==> config.mk <==
export PLATFORM = sky130hd
export DESIGN_NAME = ahb_sram_slave
export DESIGN_NICKNAME = d
export VERILOG_FILES = /design/src/rtl/ahb_pkg.sv /design/src/rtl/ahb_sram_slave.sv
export SDC_FILE = /design/constraint.sdc
export NUM_CORES = 1
export LEC_CHECK = 0
export ABC_CLOCK_PERIOD_IN_PS = 3200
export CAP_MARGIN = 20
export CORE_MARGIN = 1.5
export CORE_UTILIZATION = 40
export DETAILED_ROUTE_END_ITERATION = 10
export PLACE_DENSITY = 0.85
export SYNTH_ARGS = -nofsm -noshare
export SYNTH_HDL_FRONTEND = slang
export SYNTH_SLANG_ARGS = --single-unit
==> constraint.sdc <==
create_clock -name clk -period 3.2 [get_ports clk]
set_input_delay 0.64 -clock clk [delete_from_list [all_inputs] [get_ports clk]]
set_output_delay 0.64 -clock clk [all_outputs]
set_load 0.01 [all_outputs]
==> src/rtl/ahb_pkg.sv <==
// AHB slave shared definitions.
// Transfer/response codes and the SRAM bridge FSM states.
package ahb_pkg;

  localparam logic [1:0] HTRANS_IDLE   = 2'b00;
  localparam logic [1:0] HTRANS_BUSY   = 2'b01;
  localparam logic [1:0] HTRANS_NONSEQ = 2'b10;
  localparam logic [1:0] HTRANS_SEQ    = 2'b11;

  localparam logic [1:0] HRESP_OKAY  = 2'b00;
  localparam logic [1:0] HRESP_ERROR = 2'b01;

  localparam logic [2:0] HSIZE_WORD = 3'b010;

  typedef enum logic [2:0] {
    ST_IDLE,
    ST_CAPTURE,
    ST_ISSUE,
    ST_WAIT,
    ST_DONE,
    ST_ERR1,
    ST_ERR2
  } state_e;

endpackage

==> src/rtl/ahb_sram_slave.sv <==
// AHB-Lite word-only slave bridging to a start/io_done SRAM port.
// Fixed four-cycle minimum data phase; illegal transfers get a 2-cycle ERROR.
module ahb_sram_slave
  import ahb_pkg::*;
#(
  parameter int ADDR_W = 16,
  parameter int DATA_W = 32
) (
  input  logic              clk,
  input  logic              rst,
  input  logic              HSEL,
  input  logic [31:0]       HADDR,
  input  logic [1:0]        HTRANS,
  input  logic              HWRITE,
  input  logic [2:0]        HSIZE,
  input  logic [DATA_W-1:0] HWDATA,
  input  logic              HREADYIN,
  output logic [DATA_W-1:0] HRDATA,
  output logic              HREADYOUT,
  output logic [1:0]        HRESP,
  output logic              start,
  output logic              writemode,
  output logic [ADDR_W-1:0] i_address,
  output logic [DATA_W-1:0] i_w_data,
  input  logic [DATA_W-1:0] i_r_data,
  input  logic              io_done
);

  state_e              state_q, state_d;
  logic                hwrite_q;
  logic                start_q;
  logic                writemode_q;
  logic [ADDR_W-1:0]   i_address_q;
  logic [DATA_W-1:0]   i_w_data_q;
  logic [DATA_W-1:0]   hrdata_q;
  logic                hready_c;
  logic [1:0]          hresp_c;

  logic                accept;
  logic                illegal;
  logic                can_accept;
  logic [31:0]         hi_bits;

  assign hi_bits = HADDR >> (ADDR_W + 2);

  assign accept = HSEL && HREADYIN &&
                  (HTRANS == HTRANS_NONSEQ ||
                   HTRANS == HTRANS_SEQ);

  assign illegal = (HSIZE != HSIZE_WORD) ||
                   (HADDR[1:0] != 2'b00) ||
                   (hi_bits != 32'd0);

  assign can_accept = (state_q == ST_IDLE) ||
                      (state_q == ST_DONE) ||
                      (state_q == ST_ERR2);

  // Next state and bus response decode from the current state.
  always_comb begin
    state_d  = state_q;
    hready_c = 1'b1;
    hresp_c  = HRESP_OKAY;
    unique case (state_q)
      ST_IDLE, ST_DONE, ST_ERR2: begin
        if (state_q == ST_ERR2) hresp_c = HRESP_ERROR;
        state_d = ST_IDLE;
        if (accept) state_d = illegal ? ST_ERR1 : ST_CAPTURE;
      end
      ST_CAPTURE: begin
        hready_c = 1'b0;
        state_d  = ST_ISSUE;
      end
      ST_ISSUE: begin
        hready_c = 1'b0;
        state_d  = ST_WAIT;
      end
      ST_WAIT: begin
        hready_c = 1'b0;
        if (io_done) state_d = ST_DONE;
      end
      ST_ERR1: begin
        hready_c = 1'b0;
        hresp_c  = HRESP_ERROR;
        state_d  = ST_ERR2;
      end
      default: state_d = ST_IDLE;
    endcase
  end

  // State, request registers and read-data capture.
  always_ff @(posedge clk) begin
    if (rst) begin
      state_q     <= ST_IDLE;
      hwrite_q    <= 1'b0;
      start_q     <= 1'b0;
      writemode_q <= 1'b0;
      i_address_q <= '0;
      i_w_data_q  <= '0;
      hrdata_q    <= '0;
    end else begin
      state_q <= state_d;
      start_q <= (state_q == ST_CAPTURE);
      if (can_accept && accept && !illegal) begin
        hwrite_q    <= HWRITE;
        i_address_q <= HADDR[ADDR_W+1:2];
      end
      if (state_q == ST_CAPTURE) begin
        writemode_q <= hwrite_q;
        if (hwrite_q) i_w_data_q <= HWDATA;
      end
      if (state_q == ST_WAIT && io_done && !hwrite_q)
        hrdata_q <= i_r_data;
    end
  end

  assign HREADYOUT = hready_c;
  assign HRESP     = hresp_c;
  assign HRDATA    = hrdata_q;
  assign start     = start_q;
  assign writemode = writemode_q;
  assign i_address = i_address_q;
  assign i_w_data  = i_w_data_q;

endmodule

=== Word level (Yosys, flattened, before mapping) ===
Index checks and enable logic that the tools add are counted.

* Register bits: 86
* Input bits: 107
* Output and inout port bits: 85
* Logic and storage cells: 43

* Eq/ne operators: 10
* Muxes and demuxes: 7
* Reduce and logical (&&, ||, !) cells: 19

{| class="wikitable"
|+ Operators with widths
! operator !! number
|-
| 32-bit nonzero test || 1
|-
| 3-bit one-hot mux with 5 select lines || 1
|-
| 3-bit == test (second input constant) || 3
|-
| 3-bit two-way mux || 3
|-
| 3-bit by 2-bit == test with 1-bit output (second input constant) || 2
|-
| 1-bit logical AND || 6
|-
| 1-bit logical OR || 5
|-
| 2-bit == test (second input constant) || 2
|-
| 4-bit OR reduction || 1
|-
| 3-bit by 1-bit == test with 1-bit output (second input constant) || 1
|-
| 3-bit zero test || 1
|-
| 3-bit by 2-bit != test with 1-bit output (second input constant) || 1
|-
| 3-bit OR reduction || 1
|-
| 1-bit zero test || 2
|-
| 1-bit two-way mux || 2
|-
| 2-bit != test (second input constant) || 1
|-
| 1-bit one-hot mux with 2 select lines || 1
|-
| 2-bit AND reduction || 1
|-
| 2-bit nonzero test || 1
|}

=== Depth between registers and ports, before layout ===
Gate-level depths: netlist of the first run.

* Depth after elaboration: 6
* Mapped depth: 7
* Mapped depth without buffers: 4

=== Worst setup path after synthesis of the first run ===
No wires, ideal clock.

* Path kind: input to register
* Start: input HADDR[25]
* End: register i_address_q[10], in the netlist i_address[10]
* Setup time: 132 ps
* Arrival time: 1850 ps
* Data required time: 3068 ps
* Slack: 1217 ps
* Stages on the path: 6
* Buffers on the path: 2
* Cells stage by stage: or4_4 nand4bb_1 clkbuf_2 buf_6 o21ai_0 a21oi_1

* Cells in the longest elaborated chain, start to end: 4

{| class="wikitable"
|+ Ends and longest elaborated chain
! element !! line !! text
|-
| start, declared || ahb_sram_slave.sv:12 || <nowiki>input logic [31:0] HADDR,</nowiki>
|-
| 32-bit nonzero test || ahb_sram_slave.sv:52 || <nowiki>(hi_bits != 32'd0);</nowiki>
|-
| 1-bit logical OR || ahb_sram_slave.sv:51 || <nowiki>(HADDR[1:0] != 2'b00) ||</nowiki>
|-
| 1-bit zero test || ahb_sram_slave.sv:103 || <nowiki>if (can_accept && accept && !illegal) begin</nowiki>
|-
| 1-bit logical AND || ahb_sram_slave.sv:103 ||
|-
| end signal, assigned || ahb_sram_slave.sv:105 || <nowiki>i_address_q <= HADDR[ADDR_W+1:2];</nowiki>
|-
| end, declared || ahb_sram_slave.sv:33 || <nowiki>logic [ADDR_W-1:0] i_address_q;</nowiki>
|}

Every way passes these cells.
A chain may end at the register's enable or synchronous reset.

=== Worst setup path after layout of the first run ===
* Start: register state_q[1]
* End: output HRESP[0]

* Cells in the longest elaborated chain, start to end: 3
* Elaborated cells on any way between the ends: 7
* Those cells by class: eq/ne (3); mux (2); reduce/logical (2)

{| class="wikitable"
|+ Ends and longest elaborated chain
! element !! line !! text
|-
| start, declared || ahb_sram_slave.sv:29 || <nowiki>state_e state_q, state_d;</nowiki>
|-
| start signal, assigned || ahb_sram_slave.sv:101 || <nowiki>state_q <= state_d;</nowiki>
|-
| 3-bit == test, or another cell as far along || ahb_sram_slave.sv:63 || <nowiki>unique case (state_q)</nowiki>
|-
| 3-bit OR reduction / 1-bit two-way mux (equally long branches) || ahb_sram_slave.sv:63, ahb_sram_slave.sv:65 ||
|-
| 1-bit one-hot mux with 2 select lines * || ahb_sram_slave.sv:63 ||
|-
| end, declared || ahb_sram_slave.sv:20 || <nowiki>output logic [1:0] HRESP,</nowiki>
|}

Every way passes the cells marked *; elsewhere a longest branch is shown, timed or not.

==> results of run 1 <==
## critical path, cell delays in order, from the launching register on
cell and delay (ps):
dfxtp_1 350, nand2b_1 260, a21boi_0 220, clkdlybuf4s50_1 590
## cell usage in the layout, fill, tap and decap left out, drive strengths merged
master and count:
nand4b 1, clkinv 2, and2 1, nand2 132
nand4 17, nor3 3, mux2i 1, nand4bb 1
conb 1, nor4 1, bufinv 2, or3 3
or4 2, clkbuf 12, clkdlybuf4s50 188, nand2b 3
a21boi 1, o21ai 19, nor2b 1, or3b 1
nor4b 1, a21oi 85, nor3b 1, nor2 2
buf 8, and3 1, dfxtp 86
## sequential cells by signal (all words and copies together), names as in the netlist
signal     flops
i_w_data      32
start          1
hwrite_q       1
i_address     16
HRDATA        32
writemode      1
state_q        3
## metrics by stage
stage	power (mW)	instance area, um2	util, %
floorplan	1.14	3180	-
detailed placement	1.28	5090	65.9
CTS	2.16	5330	69.0
global placement	1.28	5090	65.9
finish	2.14	5360	69.4
global route	2.22	5360	69.4
## cell families (layout without fill, tap and decap cells)
family	count (synthesis)	count (layout)
AOI/OAI and AO/OA	105	105
buffers and inverters	34	212
and+or+nand+nor	171	171
DFF	86	86
muxes	1	1
other	1	1
## report_power, final
part,leakage (nW),switching [mW],internal (mW)
clock network,0.123,0.379,0.507
logic,0.947,0.0517,0.126
registers,0.693,0.00358,1.07
## layer usage
metal	share of wire, %	GRT usage [%]	vias to the layer above
met5	0	0	-
met4	2.7	11.0	0
met3	8.8	7.71	24
met2	49	36.6	143
met1	40	24.6	1496
li1	-	-	1677
## synth_stat cells
| master | count | area [um2] |
|---|---|---|
| nor2_2 | 1 | 6.26 |
| buf_2 | 13 | 65.1 |
| and2_1 | 1 | 6.26 |
| nor3_1 | 3 | 15.0 |
| nor2_1 | 1 | 3.75 |
| buf_4 | 2 | 15.0 |
| conb_1 | 1 | 3.75 |
| clkbuf_2 | 1 | 5.00 |
| nor4b_1 | 1 | 8.76 |
| nand2b_1 | 3 | 18.8 |
| nor2b_1 | 1 | 6.26 |
| nor3b_1 | 1 | 7.51 |
| or4_4 | 2 | 22.5 |
| o21ai_1 | 1 | 5.00 |
| clkbuf_1 | 17 | 63.8 |
| nand4b_1 | 1 | 8.76 |
| and3_1 | 1 | 6.26 |
| nand4_1 | 17 | 106 |
| mux2i_1 | 1 | 10.0 |
| dfxtp_1 | 86 | 1720 |
| or3b_2 | 1 | 8.76 |
| buf_6 | 1 | 11.3 |
| nand2_1 | 132 | 495 |
| a21boi_0 | 1 | 7.51 |
| o21ai_0 | 18 | 90.1 |
| or3_1 | 3 | 18.8 |
| a21oi_1 | 85 | 425 |
| nor4_1 | 1 | 6.26 |
| nand4bb_1 | 1 | 11.3 |
## final cells by class
type	instances	area (um2)
clock buffer	12	165
clock inverter	4	77.6
fill	610	2370
multi-input combinational	278	1310
sequential	86	1720
tap	102	128
timing repair buffer	196	1960
## final timing paths
check / endpoint / cells after the start / slack [ps] / start
max: HRESP[0] / 3 / 810 / state_q[1]
min: HRDATA[16] / 2 / 460 / HRDATA[16]
max reg2reg: i_w_data[27] / 4 / 1380 / state_q[1]
min reg2reg: HRDATA[16] / 2 / 460 / HRDATA[16]
==> results.py, run 1 <==
metrics = {
    "status": {
        "status": "complete, no violations",
    },
    "die": {
        "die_w_um": 92.2,
        "rows": 32,
        "io_pins": 192,
        "die-area_um2": 8500,
        "initial_core_util_pct": 41.2,
        "core_area_um2": 7730,
        "die_h_um": 92.2,
    },
    "logic_synthesis": {
        "yosysSeqAreaShare_pct": 54.1,
        "synthMuxAreaShare_pct": 0.315,
        "synth.distinct_cells": 29,
        "syn-mean-instance-area_um2": 7.99,
        "synth-compound-area-share_pct": 16.6,
        "ys_warn_count": 0,
        "synthSimpleGateAreaFrac_pct": 23.8,
        "syn_area_um2": 3180,
        "synth-adder-area-share_pct": 0,
        "ys_ff_latch": 86,
        "synth_top_family_by_area": "simple AND/OR/NAND/NOR gates",
        "synth_nets": 505,
        "netlist_instances": 398,
        "synth_xor_area_share_pct": 0,
    },
    "timing": {
        "finalCritPeriodShare_pct": 74.8,
        "max_freq_mhz": 418,
        "final.min_clock_period_ps": 2390,
        "fin_worst_skew_ps": 13.8,
        "finalMaxSlewViolations": 0,
        "setup-tns-final_ps": 0,
        "finalSetupViolCount": 0,
        "fin_ws_ps": 806,
        "rsz0062_at_grt": "false",
        "slew_headroom_pct": 43.6,
        "fin_worst_hold_slack_ps": 456,
        "finalHoldViolations": 0,
        "worst_pin_slew_ps": 845,
    },
    "drt": {
        "drt-total-wl_um": 9410,
        "wl_per_cell_um": 13.9,
        "dr.pass1.iters": 4,
        "drtIter0Drc": 126,
        "drc": 0,
        "ant_nets": 0,
        "vias": 3340,
        "via_per_inst": 4.93,
    },
    "pwr": {
        "leakagePower_nw": 1.76,
        "power_density_nw_per_um2": 399,
        "ir_worst_vdd_mv": 0.233,
    },
    "setup_path": {
        "path_max_fanout": 7,
        "cp-start-kind": "flop",
        "path_class": "reg2out",
        "end_kind": "primary output",
        "critPathArrivalTime_ps": 1750,
        "crit_required_ps": 2560,
    },
    "cells_and_area": {
        "finalNonFillerCells": 678,
        "syn_to_final_growth_pct": 68.5,
        "diodes": 0,
        "drive_above_1_share_pct": 5.21,
        "final_nets": 678,
    },
    "hold_path": {
        "hold_class": "reg2reg",
    },
    "flow_run": {
        "maxCapViolations": 0,
    },
    "global_route": {
        "grt_max_degree": 48,
        "grt_pass1_vias": 3252,
        "grt_overflow": 0,
        "grt_pass1_wl_um": 14900,
        "antenna_found_initial": 0,
        "track_usage_pct": 21.9,
    },
    "clock_network": {
        "clk-insertion-delay-late_ps": 340,
        "cts.sinks": 86,
        "cts_tree": "yes",
        "ctsHoldBuffers": 0,
        "postCtsSetupBuffers": 0,
        "clk_path_buf_depth": 2,
        "cts_made_buffers": 9,
        "clk_pin_slew_ps": 80,
        "post_cts_resize_count": 0,
        "cts_root_buffer": "clkbuf_8",
        "htree_levels": 3,
    },
    "placement": {
        "dp_cells": 661,
        "io_buffers": 189,
        "place_ws_ps": 616,
        "hpwl_um": 6740,
        "routabilityCongestion": 0.733,
    },
}
Note: power is estimated with default switching activity, not from simulation.
==> inputs of run 2 (changes only) <==
Settings changed: ABC_CLOCK_PERIOD_IN_PS 3200 to 2500, CORE_UTILIZATION 40 to 37, PLACE_DENSITY 0.85 to 0.8.
Clock period 3.2 ns to 2.5 ns, I/O delays scaled along.
==> run 2 against run 1 <==
Flip-flop and latch count is the same. Register-to-register slack got worse by 670 ps. Critical path type unchanged. Largest power group unchanged. Clock power barely moved. Combinational power grew 29%. First-iteration DRC count down 8.7%. Critical endpoint is now HREADYOUT.
==> results.py, run 2 (synthesis results as in run 1) <==
metrics = {
    "die": {
        "io_pins": 192,
        "rows": 33,
        "die_h_um": 95.7,
        "initial_core_util_pct": 38.5,
        "core_area_um2": 8260,
        "die_w_um": 95.7,
        "die-area_um2": 9160,
    },
    "setup_path": {
        "path_class": "reg2out",
        "worstRegToRegCells": 4,
        "reg2reg_to": "i_w_data[16]",
        "end_kind": "primary output",
        "crit_required_ps": 2000,
        "cp-start-kind": "flop",
        "path_max_fanout": 7,
        "rr_startpoint": "state_q[1]",
        "reg2reg_setup_slack_ps": 710,
        "critPathArrivalTime_ps": 1750,
    },
    "cells_and_area": {
        "syn_to_final_growth_pct": 66.8,
        "num-fill-cells": 707,
        "finalNonFillerCells": 682,
        "layout.cells.most_common": "clkdlybuf4s50_1",
        "multi_input_area_um2": 1310,
        "fin_util_pct": 64.2,
        "regArea_um2": 1720,
        "final_cell_area_um2": 5310,
        "drive_above_1_share_pct": 5.37,
        "diodes": 0,
        "layout_common_cells": "clkdlybuf4s50_1, nand2_1, dfxtp_1",
        "final_nets": 679,
    },
    "global_route": {
        "grt_max_degree": 87,
        "grtUsageMet2_pct": 33.8,
        "grt_pass1_wl_um": 14100,
        "busiest_layer": "met2",
        "grt_pass1_vias": 3094,
        "use_met1_pct": 22.3,
        "grt_util_met3_pct": 7.66,
        "antenna_found_initial": 0,
        "track_usage_pct": 19.6,
        "grt_overflow": 0,
    },
    "timing": {
        "worst_pin_slew_ps": 696,
        "fin_ws_ps": 246,
        "max_freq_mhz": 444,
        "setup-tns-final_ps": 0,
        "finalMaxSlewViolations": 0,
        "rsz0062_at_grt": "false",
        "finalCritPeriodShare_pct": 90.2,
        "fin_worst_hold_slack_ps": 455,
        "finalSetupViolCount": 0,
        "slew_headroom_pct": 53.6,
        "finalHoldViolations": 0,
        "fin_worst_skew_ps": 11.9,
        "final.min_clock_period_ps": 2250,
    },
    "clock_network": {
        "cts_root_buffer": "clkbuf_8",
        "post_cts_resize_count": 0,
        "ctsHoldBuffers": 0,
        "postCtsSetupBuffers": 0,
        "clk-insertion-delay-late_ps": 350,
        "cts_made_buffers": 9,
        "clk_path_buf_depth": 2,
        "cts.sinks": 86,
        "cts_tree": "yes",
        "htree_levels": 3,
        "clk_pin_slew_ps": 80,
    },
    "placement": {
        "place_area_um2": 5120,
        "routabilityCongestion": 0.778,
        "dp_cells": 666,
        "io_buffers": 189,
        "hpwl_um": 6460,
        "place_ws_ps": 151,
    },
    "hold_path": {
        "worst_hold_path.endpoint": "i_w_data[3]",
        "hold_depth": 2,
        "hold_class": "reg2reg",
        "hp-start": "i_w_data[3]",
    },
    "pwr": {
        "power_density_nw_per_um2": 470,
        "leakagePower_nw": 1.73,
        "ir_worst_vdd_mv": 0.261,
        "power.total_mw": 2.49,
    },
    "status": {
        "status": "complete, no violations",
    },
    "drt": {
        "wl_per_cell_um": 13.7,
        "ant_nets": 0,
        "drtIter0Drc": 115,
        "drt-total-wl_um": 9320,
        "via_per_inst": 4.87,
        "drc": 0,
        "dr.pass1.iters": 4,
        "vias": 3324,
    },
    "flow_run": {
        "maxCapViolations": 0,
    },
}
==> run 2: how the worst max path moves through the flow <==
stage	start	to	slack (ps)	depth (start not counted)
after floorplan	HADDR[25]	i_address[10]	660	6
after global placement	HADDR[21]	i_address[14]	190	5
after detailed placement	HADDR[21]	i_address[14]	150	5
after CTS	state_q[1]	HREADYOUT	210	3
after global routing	state_q[1]	HRESP[0]	60	3
final	state_q[1]	HREADYOUT	250	3
==> run 2: layout make-up <==
class	instances	share of cell area (%)
Timing Repair Buffer	197	36.9
Sequential cell	86	32.5
Multi-Input combinational cell	278	24.7
Clock buffer	10	2.59
Tap cell	105	2.48
Clock inverter	6	0.873
==> run 2: worst max-delay path, cell delays in order, from the launching register on <==
cell             delay [ps]
dfxtp_1                 410
nand2b_1                280
and2_1                  170
clkdlybuf4s50_1         560
==> run 2: per-layer routing <==
layer	vias to the layer above	part of all wire [%]
met5	-	0
met4	0	0.44
met3	6	9.6
met2	138	50
met1	1502	40
li1	1678	-
==> run 2: power by group <==
part,switching [mW],leakage (nW),internal [mW]
clock,0.495,0.0889,0.393
combinational,0.0660,0.948,0.163
sequential,0.00468,0.693,1.37
